`src/rtl/riscv_pkg.sv`:
```
// Shared types for the load/store unit: access sizes, FSM states and a size helper.
// Pure declarations, no logic.
package riscv_pkg;

    typedef enum logic [2:0] {
        MS_B  = 3'b000,
        MS_H  = 3'b001,
        MS_W  = 3'b010,
        MS_D  = 3'b011,
        MS_BU = 3'b100,
        MS_HU = 3'b101,
        MS_WU = 3'b110
    } memsize_t;

    typedef enum logic [1:0] {
        ST_IDLE,
        ST_REQ,
        ST_RESP,
        ST_DONE
    } lsu_state_t;

    // Zero flags the unused funct3 encoding so the caller can reject it.
    function automatic logic [3:0] size_bytes(memsize_t s);
        case (s)
            MS_B, MS_BU: size_bytes = 4'd1;
            MS_H, MS_HU: size_bytes = 4'd2;
            MS_W, MS_WU: size_bytes = 4'd4;
            MS_D:        size_bytes = 4'd8;
            default:     size_bytes = 4'd0;
        endcase
    endfunction

endpackage

```
`src/rtl/riscv_lsu_align.sv`:
```
// Lane steering: extracts and extends load data, shifts store data and builds byte enables.
// Purely combinational.
module riscv_lsu_align
    import riscv_pkg::*;
#(
    parameter int XLEN = 32,
    localparam int OW  = $clog2(XLEN/8),
    localparam int BW  = XLEN/8
) (
    input  logic [2:0]      size_i,
    input  logic [OW-1:0]   off_i,
    input  logic [XLEN-1:0] rdata_i,
    input  logic [XLEN-1:0] wdata_i,
    output logic [XLEN-1:0] ld_data_o,
    output logic [XLEN-1:0] st_data_o,
    output logic [BW-1:0]   st_be_o
);

    logic [XLEN-1:0] shifted;
    logic [7:0]      mask;

    always_comb begin
        shifted   = rdata_i >> {off_i, 3'b000};
        ld_data_o = shifted;
        mask      = 8'h00;
        case (memsize_t'(size_i))
            MS_B:  begin ld_data_o = XLEN'($signed(shifted[7:0]));  mask = 8'h01; end
            MS_H:  begin ld_data_o = XLEN'($signed(shifted[15:0])); mask = 8'h03; end
            MS_W:  begin ld_data_o = XLEN'($signed(shifted[31:0])); mask = 8'h0F; end
            MS_BU: begin ld_data_o = XLEN'(shifted[7:0]);           mask = 8'h01; end
            MS_HU: begin ld_data_o = XLEN'(shifted[15:0]);          mask = 8'h03; end
            MS_WU: begin ld_data_o = XLEN'(shifted[31:0]);          mask = 8'h0F; end
            MS_D:  begin ld_data_o = shifted;                       mask = 8'hFF; end
            default: ;
        endcase
        st_be_o   = BW'(mask) << off_i;
        st_data_o = wdata_i << {off_i, 3'b000};
    end

endmodule

```
`src/rtl/riscv_lsu.sv`:
```
// M-stage load/store unit on a req/gnt/rvalid bus with stall, misalignment trap and timeout.
// Stores take 2 stall cycles, loads 3, at minimum; stallM holds the pipeline while pending.
module riscv_lsu
    import riscv_pkg::*;
#(
    parameter int XLEN    = 32,
    parameter int TIMEOUT = 16
) (
    input  logic              clk,
    input  logic              reset,
    input  logic              reqM,
    input  logic              memwriteM,
    input  logic [2:0]        memsizeM,
    input  logic [XLEN-1:0]   aluoutM,
    input  logic [XLEN-1:0]   writedataM,
    output logic              stallM,
    output logic [XLEN-1:0]   readdataM,
    output logic              doneM,
    output logic              misalignM,
    output logic              errM,
    output logic              bus_req,
    output logic              bus_we,
    output logic [XLEN-1:0]   bus_addr,
    output logic [XLEN/8-1:0] bus_be,
    output logic [XLEN-1:0]   bus_wdata,
    input  logic              bus_gnt,
    input  logic              bus_rvalid,
    input  logic [XLEN-1:0]   bus_rdata
);

    localparam int          OW      = $clog2(XLEN/8);
    localparam int          BW      = XLEN/8;
    localparam bit          TO_EN   = (TIMEOUT > 0);
    localparam logic [31:0] TO_LAST = (TIMEOUT > 0) ? 32'(TIMEOUT - 1) : 32'd0;

    lsu_state_t      state_q;
    logic [31:0]     cnt_q;
    logic            bus_req_q, bus_we_q, err_q;
    logic [XLEN-1:0] bus_addr_q, bus_wdata_q, rdata_q;
    logic [BW-1:0]   bus_be_q;
    logic [2:0]      size_q;
    logic [OW-1:0]   off_q;

    memsize_t        size_m;
    logic [3:0]      nbytes;
    logic            misal, to_hit;
    logic [2:0]      al_size;
    logic [OW-1:0]   al_off;
    logic [XLEN-1:0] ld_data, st_data;
    logic [BW-1:0]   st_be;

    // LD, and LWU (an RV64-only load), cannot be served on a 32-bit port.
    always_comb begin
        size_m  = memsize_t'(memsizeM);
        nbytes  = size_bytes(size_m);
        misal   = (nbytes == 4'd0)
                || ((XLEN == 32) && (size_m inside {MS_D, MS_WU}))
                || ((aluoutM[2:0] & (nbytes[2:0] - 3'd1)) != 3'd0);
        al_size = (state_q == ST_IDLE) ? memsizeM : size_q;
        al_off  = (state_q == ST_IDLE) ? aluoutM[OW-1:0] : off_q;
        to_hit  = TO_EN && (cnt_q == TO_LAST);
    end

    riscv_lsu_align #(.XLEN(XLEN)) u_align (
        .size_i    (al_size),
        .off_i     (al_off),
        .rdata_i   (bus_rdata),
        .wdata_i   (writedataM),
        .ld_data_o (ld_data),
        .st_data_o (st_data),
        .st_be_o   (st_be)
    );

    always_ff @(posedge clk) begin
        if (reset) begin
            state_q     <= ST_IDLE;
            cnt_q       <= '0;
            bus_req_q   <= 1'b0;
            bus_we_q    <= 1'b0;
            err_q       <= 1'b0;
            bus_addr_q  <= '0;
            bus_wdata_q <= '0;
            bus_be_q    <= '0;
            rdata_q     <= '0;
            size_q      <= 3'b000;
            off_q       <= '0;
        end else begin
            case (state_q)
                ST_IDLE: begin
                    if (reqM && !misal) begin
                        state_q     <= ST_REQ;
                        cnt_q       <= '0;
                        bus_req_q   <= 1'b1;
                        bus_we_q    <= memwriteM;
                        bus_addr_q  <= {aluoutM[XLEN-1:OW], {OW{1'b0}}};
                        bus_wdata_q <= st_data;
                        bus_be_q    <= st_be;
                        size_q      <= memsizeM;
                        off_q       <= aluoutM[OW-1:0];
                    end
                end
                ST_REQ: begin
                    if (bus_gnt) begin
                        bus_req_q <= 1'b0;
                        cnt_q     <= '0;
                        state_q   <= bus_we_q ? ST_DONE : ST_RESP;
                    end else if (to_hit) begin
                        bus_req_q <= 1'b0;
                        err_q     <= 1'b1;
                        rdata_q   <= '0;
                        state_q   <= ST_DONE;
                    end else begin
                        cnt_q <= cnt_q + 32'd1;
                    end
                end
                ST_RESP: begin
                    if (bus_rvalid) begin
                        rdata_q <= ld_data;
                        state_q <= ST_DONE;
                    end else if (to_hit) begin
                        err_q   <= 1'b1;
                        rdata_q <= '0;
                        state_q <= ST_DONE;
                    end else begin
                        cnt_q <= cnt_q + 32'd1;
                    end
                end
                default: begin
                    err_q   <= 1'b0;
                    state_q <= ST_IDLE;
                end
            endcase
        end
    end

    assign stallM    = reqM && !misal && (state_q != ST_DONE);
    assign misalignM = reqM && misal && (state_q == ST_IDLE);
    assign doneM     = (state_q == ST_DONE) && !err_q;
    assign errM      = (state_q == ST_DONE) && err_q;
    assign readdataM = rdata_q;
    assign bus_req   = bus_req_q;
    assign bus_we    = bus_we_q;
    assign bus_addr  = bus_addr_q;
    assign bus_be    = bus_be_q;
    assign bus_wdata = bus_wdata_q;

endmodule

```
`config.mk`:
```
export PLATFORM = sky130hd
export DESIGN_NAME = riscv_lsu
export DESIGN_NICKNAME = d
export VERILOG_FILES = /design/src/rtl/riscv_pkg.sv /design/src/rtl/riscv_lsu_align.sv /design/src/rtl/riscv_lsu.sv
export SDC_FILE = /design/constraint.sdc
export NUM_CORES = 1
export LEC_CHECK = 0
export ABC_CLOCK_PERIOD_IN_PS = 3400
export BUFFER_PORTS_ARGS = -buffer_cell sky130_fd_sc_hd__buf_2
export CAP_MARGIN = 20
export CORE_UTILIZATION = 52
export DETAILED_ROUTE_END_ITERATION = 10
export GPL_ROUTABILITY_DRIVEN = 0
export GPL_TIMING_DRIVEN = 0
export PLACE_DENSITY = 0.87
export SYNTH_ARGS = -nofsm -noshare
export SYNTH_HDL_FRONTEND = slang
export SYNTH_SLANG_ARGS = --single-unit
```
`constraint.sdc`:
```
create_clock -name clk -period 3.4 [get_ports clk]
set_input_delay 0.85 -clock clk [delete_from_list [all_inputs] [get_ports clk]]
set_output_delay 0.85 -clock clk [all_outputs]
set_load 0.005 [all_outputs]
```
After elaboration in Yosys (flattened, before gate mapping)
Cells that the tools add are included.
{ "word_totals": {"reg_bits": 140, "latchBits": 0, "ramBits": 0, "mem_bits_ro": 0, "inputBits": 105, "output_inout_bits": 106, "word_cells": 97, "memories": 0} }
{ "op_classes": {"add_sub_neg": 2, "mul": 0, "div_mod_pow": 0, "magnitude_cmp": 0, "n_eq_ne": 21, "shifts": 3, "n_mux": 28, "bitwise_logic": 2, "reduce_logical": 30} }
{ "ops": {"columns": ["op", "n"], "rows": [
  ["2-to-1 mux 32 bit", 7],
  ["case mux 32 bit (4 select lines)", 1],
  ["case mux 32 bit (3 select lines)", 1],
  ["case mux 32 bit (2 select lines)", 1],
  ["adder 32 x 1 -> 32 bit, second input constant", 1],
  ["== test 32 x 4 -> 1 bit, second input constant", 1],
  ["case mux 4 bit (4 select lines)", 2],
  ["<< shifter 32 x 5 -> 32 bit", 1],
  [">> shifter 32 x 5 -> 32 bit", 1],
  ["== test 3 bit, second input constant", 6],
  ["== test 3 x 2 -> 1 bit, second input constant", 4],
  ["OR reduction 2 bit", 6],
  ["2-to-1 mux 2 bit", 5],
  ["AND reduction 3 bit", 3],
  ["2-to-1 mux 1 bit", 7],
  ["== test 3 x 1 -> 1 bit, second input constant", 2],
  ["logical AND 1 bit", 6],
  ["logical NOT 3 bit", 2],
  ["inequality test 2 bit, second input constant", 3],
  ["case mux 2 bit (3 select lines)", 1],
  ["nonzero test 2 bit", 3],
  ["nonzero test 3 bit", 2],
  ["== test 2 bit, second input constant", 2],
  ["logical NOT 4 bit", 1],
  ["14 further kinds", 17]
]} }

Longest topological paths before layout
Gate-level depths: netlist of run 1.
{ "logic_depth": {"ltp_word": 11, "depth_mapped": 10, "mapped_depth_nobuf": 7} }

Hierarchy
A second synthesis of run 1 with hierarchy kept.
{ "unflattened": {"cells_unflattened": 926, "hier_area_um2": 7273.2} }
{ "modules_own_cells": {"columns": ["module", "n_inst", "cells_per_inst", "area_each_um2", "seq_area_each_um2"], "rows": [
  ["riscv_lsu", 1, 718, 5809.3, 2802.7],
  ["riscv_lsu_align", 1, 208, 1463.9, 0.0]
]} }

Least setup slack after synthesis of run 1
Ideal clock, no wire load.
{ "synth_path": {"path_type": "input port to output port", "from": "input port memsizeM[0]", "to": "output port misalignM", "arrival_time_ns": 1.919, "required_time_ns": 2.550, "path_slack_ns": 0.631, "path_stages": 5, "path_buffers": 0, "cell_sequence": "or2_2 > ha_1 > nor2b_1 > o22ai_4 > a31oi_1"} }
{ "synth_between": {"elab_chain_len": 9} }
{ "synth_rtl": {"columns": ["item", "line", "text"], "rows": [
  ["start: declaration", "riscv_lsu.sv:13", "input logic [2:0] memsizeM,"],
  ["== test 3 bit, or another cell as far along", "riscv_pkg.sv:24, riscv_lsu.sv:57", null],
  ["OR reduction 2 bit", "riscv_pkg.sv:24", "case (s)"],
  ["case mux 4 bit (4 select lines)", "riscv_pkg.sv:24", null],
  ["subtractor 3 x 1 -> 3 bit", "riscv_lsu.sv:58", "|| ((aluoutM[2:0] & (nbytes[2:0] - 3'd1)) != 3'd0);"],
  ["AND 3 bit", "riscv_lsu.sv:58", null],
  ["nonzero test 3 bit", "riscv_lsu.sv:58", null],
  ["logical OR 1 bit (*)", "riscv_lsu.sv:58", null],
  ["logical AND 1 bit (*) (2 in series)", "riscv_lsu.sv:137", "assign misalignM = reqM && misal && (state_q == ST_IDLE);"],
  ["end: declaration", "riscv_lsu.sv:19", "output logic misalignM,"]
]} }
Mark *: on every way between the ends. The rest lies on a longest branch, timed or not.

Worst setup path after layout of run 1
Same ends and word-level chain as after synthesis.

==> metrics.cfg, run 1 <==
[worst_setup_path]
rrSetupSlack_ns = 0.33
cp-end-kind = output pin
cp.arrival_ns = 2.43
path_cells = buf_2 -> or2_2 -> ha_1 -> nor2b_1 -> o22ai_4 -> a31oi_2 -> buf_2
max_stage_delay_ns = 0.32
crit_fanout = 9
r2r_end = readdataM[26]
cp_data_required_time_ns = 2.55
crit_type = input pin to output pin
reg2reg_from = state_q[1]
crit_top_cell = buf_2
r2r_cells = 8
crit_family = simple AND/OR/NAND/NOR gates
start_kind = input pin
cp_slowest_cell = or2_2
cp.buffers_inverters = 2

[global_routing]
grt_pass1_wl_mm = 34.4
globalRouteOverflowTotal = 0
grt_pass1_vias = 6968
antenna_found_initial = 0
grt_max_degree = 17
globalRouteTotalUtil_pct = 33.0

[detailed_routing]
dr.pass1.iters = 5
drt-initial-drc-count = 768
viasPerCell = 6.00
vias = 7530
ant_nets = 0
drc = 0
routedWlPerCell_um = 17.8
drt_wl_total_mm = 22.4

[cells_and_area]
post-route-cell-area_sq_um = 8690
final_cell_mix = 220 x buf_2, 183 x nand2_1, 140 x dfxtp_1
post-route-util_pct = 68.3
drive_above_1_share_pct = 25.1
nets = 1184
final_common_cell = buf_2
areaGrowthSynthToFinish_pct = 27.6

[logic_synthesis]
async_reset_ff_share_pct = 0
synth_top_family_by_area = simple AND/OR/NAND/NOR gates
synth_edf_count = 0
yosysWarnings = 0
synthesis.area_sq_um = 6810
synth_simple_gate_area_share_pct = 25.7
ys_seq_area_share_pct = 41.1
synth_compound_area_share_pct = 21.8
synthXorXnorAreaFrac_pct = 0
synthCells = 844
synth_mux_area_share_pct = 5.07
synthAdderAreaFrac_pct = 1.47
ys.flop_type = dfxtp_1
ys_ff_latch = 140
postSynthAreaPerCell_sq_um = 8.07
yosysUniqueCellTypes = 59

[floorplanning]
die_y_um = 116
dieArea_sq_um = 13600
core_sq_um = 12700
io_pins = 211
start_util_pct = 53.6
die_w_um = 116
rows = 41

[timing]
clock_skew_ns = 0.00672
relSlewSlack_pct = 50.7
rsz0062_at_grt = false
tns_ns = 0
whs_ns = 0.447
setup_viol = 0
slew_violations = 0
finalHoldViolCount = 0
period_share_pct = 96.4
tightest_slew_ns = 0.734
min_period_ns = 3.28
fmax_ghz = 0.305

[clocking]
clock_latency_ns = 0.43
cts_tree = done
cts_max_path_buffers = 2
cts_num_sinks = 140
postCtsSetupBuffers = 0
htree_num_levels = 4
clock-root-buffer = clkbuf_16
cts_buffers = 17
path_clk_slew_ns = 0.06

[power_and_ir_drop]
p_leak_nw = 3.72
ir_drop_mv = 0.468
power-per-cell-area_nw_per_um2 = 599

[hold_path]
min-delay-path-class = register to register
hold_end = bus_wdata[7]
hold_path_startpoint = bus_wdata[7]
holdPathStages = 2

[place]
io_buffers = 207
dpl-instance-area_sq_um = 8070
hpwl_mm = 16.0

[job]
drv_cap = 0

[outcome]
status = finished clean

-- per-layer routing --
layer	track usage (%)	share of wire, %
met1	41.9	40
met2	53.1	48
met3	8.56	9.3
met4	13.8	2.7
met5	0	0
-- cells in the mapped netlist (3+ instances only) --
| master | n | area, sq um |
|---|---|---|
| a211oi_1 | 10 | 75.1 |
| buf_6 | 4 | 45.0 |
| a32o_1 | 7 | 70.1 |
| a211o_1 | 9 | 78.8 |
| o21ai_0 | 16 | 80.1 |
| clkbuf_1 | 44 | 165 |
| nand3_1 | 46 | 230 |
| a21o_1 | 3 | 22.5 |
| and3_1 | 6 | 37.5 |
| and2_1 | 4 | 25.0 |
| o31ai_1 | 23 | 173 |
| a21oi_1 | 110 | 551 |
| a22oi_1 | 7 | 52.6 |
| inv_1 | 8 | 30.0 |
| buf_2 | 13 | 65.1 |
| nor2_1 | 33 | 124 |
| nand2_1 | 183 | 687 |
| o2bb2ai_1 | 14 | 123 |
| mux2i_1 | 28 | 280 |
| or3_1 | 14 | 87.6 |
| dfxtp_1 | 140 | 2800 |
| or4_1 | 26 | 195 |
| nand4_1 | 10 | 62.6 |
| nor4_1 | 9 | 56.3 |
| a221o_1 | 9 | 90.1 |
| nor2b_1 | 4 | 25.0 |
| nor3_1 | 17 | 85.1 |
| and4_1 | 3 | 26.3 |
| ha_1 | 8 | 100 |
-- through the flow --
step / power [mW] / cells / setup WS (ns)
global placement: 3.21 / 1224 / 0.0586
global route: 5.40 / 1255 / 0.0250
detailed placement: 3.23 / 1224 / 0.0169
finish: 5.20 / 1256 / 0.124
CTS: 5.16 / 1255 / 0.0583
floorplan: 2.78 / 845 / 0.631
-- worst reg2reg max path, delay by kind of cell (launching register included) --
| family | cells | cell delay [ns] |
|---|---|---|
| buf+inv | 2 | 0.27 |
| flops | 1 | 0.42 |
| compound gates | 1 | 0.26 |
| simple gates | 4 | 1.80 |
| fa+ha+maj | 1 | 0.27 |
-- layout make-up --
type	instances	area [sq um]
inverters	8	30.0
multi-input cells	634	3700
repair buffers	208	1040
diodes	1	2.50
flip-flops and latches	140	2800
clock buffers	25	505
fillers	1052	4030
plain buffers	62	287
clock inverters	6	108
well taps	172	215
-- power by group --
part	switching, mW	leakage, nW	internal, mW
Combinational	0.994	2.29	0.511
Clock	0.701	0.299	1.24
Sequential	0.0451	1.13	1.71
Total	1.74	3.72	3.46
-- flip-flops by register name, indices dropped and copies added (netlist names) --
register	cells
bus_we	1
bus_addr	30
state_q	2
cnt_q	32
bus_be	4
bus_req	1
size_q	3
off_q	2
bus_wdata	32
readdataM	32
err_q	1
-- worst max-delay path by stage --
stage,from,end,slack (ns),cells past startpoint
detailed placement,memsizeM[0],bus_wdata[17],0.02,10
CTS,state_q[1],misalignM,0.06,8
finish,memsizeM[0],misalignM,0.12,7
global placement,memsizeM[0],bus_wdata[18],0.06,10
floorplan,memsizeM[0],misalignM,0.63,5
global route,memsizeM[0],misalignM,0.03,7
-- kinds of logic after synthesis --
logic type	after synthesis
DFF	140
and+or+nand+nor	367
adders and majority gates	8
AOI/OAI and AO/OA	224
buffers and inverters	71
other	1
muxes	33
-- repair_timing --
| item | 4_1_cts | 5_1_grt |
|---|---|---|
| resized for setup | 0 | 1 |
| hold buffers | 0 | 0 |
| endpoints found under the hold margin | 0 | 0 |
| setup endpoints to repair | 0 | 1 |
Power figures use the tool's default switching activity.
==> run 2, diff against run 1 <==
Settings changed: BUFFER_PORTS_ARGS -buffer_cell sky130_fd_sc_hd__buf_2 to -buffer_cell sky130_fd_sc_hd__buf_4.
==> run 2 against run 1 <==
Compared with the run above:
- critical endpoint unchanged
- clock-buffer cell count decreased by 3
- sequential power about the same
- sequential share of layout area decreased by 1.6 points
- flip-flop and latch count unchanged
- via count decreased by 1.0%
==> metrics.cfg, run 2 (synthesis results as in run 1) <==
[outcome]
status = finished clean

[worst_setup_path]
critPathLaunch = memsizeM[0]
crit_path_end = misalignM
r2r_cells = 8
rrSetupSlack_ns = 0.28
cp_data_required_time_ns = 2.55
start_kind = input pin
reg2reg_from = state_q[1]
crit_type = input pin to output pin
crit_fanout = 9
cp-end-kind = output pin
cp.arrival_ns = 2.38
r2r_end = readdataM[31]

[detailed_routing]
ant_nets = 0
routedWlPerCell_um = 17.5
viasPerCell = 5.95
vias = 7454
drt-initial-drc-count = 685
dr.pass1.iters = 7
drc = 0
drt_wl_total_mm = 22.0

[timing]
clock_skew_ns = 0.00688
fin_ws_ns = 0.171
slew_violations = 0
setup_viol = 0
relSlewSlack_pct = 29.4
finalHoldViolCount = 0
fmax_ghz = 0.310
whs_ns = 0.453
tightest_slew_ns = 1.05
tns_ns = 0
min_period_ns = 3.23
rsz0062_at_grt = false
period_share_pct = 95.0

[power_and_ir_drop]
clock_power_share_pct = 35.3
seqPwrFrac_pct = 34.4
combPwrFrac_pct = 30.3
ir_drop_mv = 0.452
totalPowerFinal_mw = 5.10
p_sw_mw = 1.70
p_leak_nw = 3.78
power-per-cell-area_nw_per_um2 = 557
p_int_mw = 3.40
switching_share_pct = 33.4

[cells_and_area]
post-route-util_pct = 71.9
drive_above_1_share_pct = 25.0
final_cell_mix = 209 x buf_4, 183 x nand2_1, 140 x dfxtp_1
final_common_cell = buf_4
post-route-cell-area_sq_um = 9150
areaGrowthSynthToFinish_pct = 34.3
antenna_cells = 0
fin_cells = 1253
nets = 1183

[clocking]
cts_max_path_buffers = 2
cts_buffers = 17
hold_buffers = 0
clock_latency_ns = 0.42
path_clk_slew_ns = 0.05
postCtsSetupBuffers = 0
cts_num_sinks = 140
htree_num_levels = 4
clock-root-buffer = clkbuf_16
cts_resized = 0
cts_tree = done

[place]
dpl-instance-area_sq_um = 8590
post-place-ws_ns = 0.0358
io_buffers = 207
dp.cells = 1224
hpwl_mm = 16.2

[global_routing]
grt_pass1_wl_mm = 34.0
globalRouteOverflowTotal = 0
grt_pass1_vias = 6952
grt_max_degree = 17
antenna_found_initial = 0
globalRouteTotalUtil_pct = 32.4

[job]
drv_cap = 0

[floorplanning]
core_sq_um = 12700
rows = 41
start_util_pct = 53.6
io_pins = 211
die_y_um = 116
die_w_um = 116
dieArea_sq_um = 13600

[hold_path]
holdPathStages = 2
min-delay-path-class = register to register

-- run 2: cell count changes in the layout (fill, tap and decap cells not counted) --
cell	previous run	this run
diode_2	1	0
clkbuf_8	5	3
buf_2	220	13
a31oi_2	1	0
buf_4	2	209
clkbuf_1	46	45
a31oi_1	1	2
clkinv_2	2	5
clkbuf_2	1	0
bufinv_16	3	2
-- run 2: power groups by stage --
stage / Clock [mW] / Sequential [mW] / Combinational [mW]
final: 1.80 / 1.75 / 1.55
after global routing: 1.88 / 1.76 / 1.67
after CTS: 1.81 / 1.75 / 1.52
after detailed placement: 0 / 1.79 / 1.51
after global placement: 0 / 1.78 / 1.49
after floorplan: 0 / 1.78 / 1.00
-- run 2: cell type report --
cell class,instances,area (sq um)
Buffer,62,287
Clock buffer,22,474
Clock inverter,8,92.6
Fill cell,1022,3570
Inverter,8,30.0
Multi-Input combinational cell,634,3690
Sequential cell,140,2800
Tap cell,172,215
Timing Repair Buffer,207,1550
-- run 2: critical path, cell delays in order --
cell and delay [ns]:
buf_4 0.14, or2_2 0.29, ha_1 0.25, nor2b_1 0.25
o22ai_4 0.15, a31oi_1 0.26, buf_4 0.17
-- run 2: worst min path at each step --
stage / start / to / slack, ns
floorplan: size_q[1] / size_q[1] / 0.45
global placement: bus_be[0] / bus_be[0] / 0.44
detailed placement: bus_wdata[1] / bus_wdata[1] / 0.45
CTS: bus_addr[8] / bus_addr[8] / 0.45
global route: bus_addr[14] / bus_addr[14] / 0.48
finish: bus_addr[4] / bus_addr[4] / 0.45
-- run 2: routing by layer --
metal | vias up | global-route usage (%) | share of wire [%]
met3 | 62 | 8.41 | 9.2
met2 | 416 | 51.4 | 47
met5 | - | 0 | 0
met1 | 3454 | 40.5 | 40
met4 | 0 | 16.9 | 3.5
li1 | 3522 | - | -
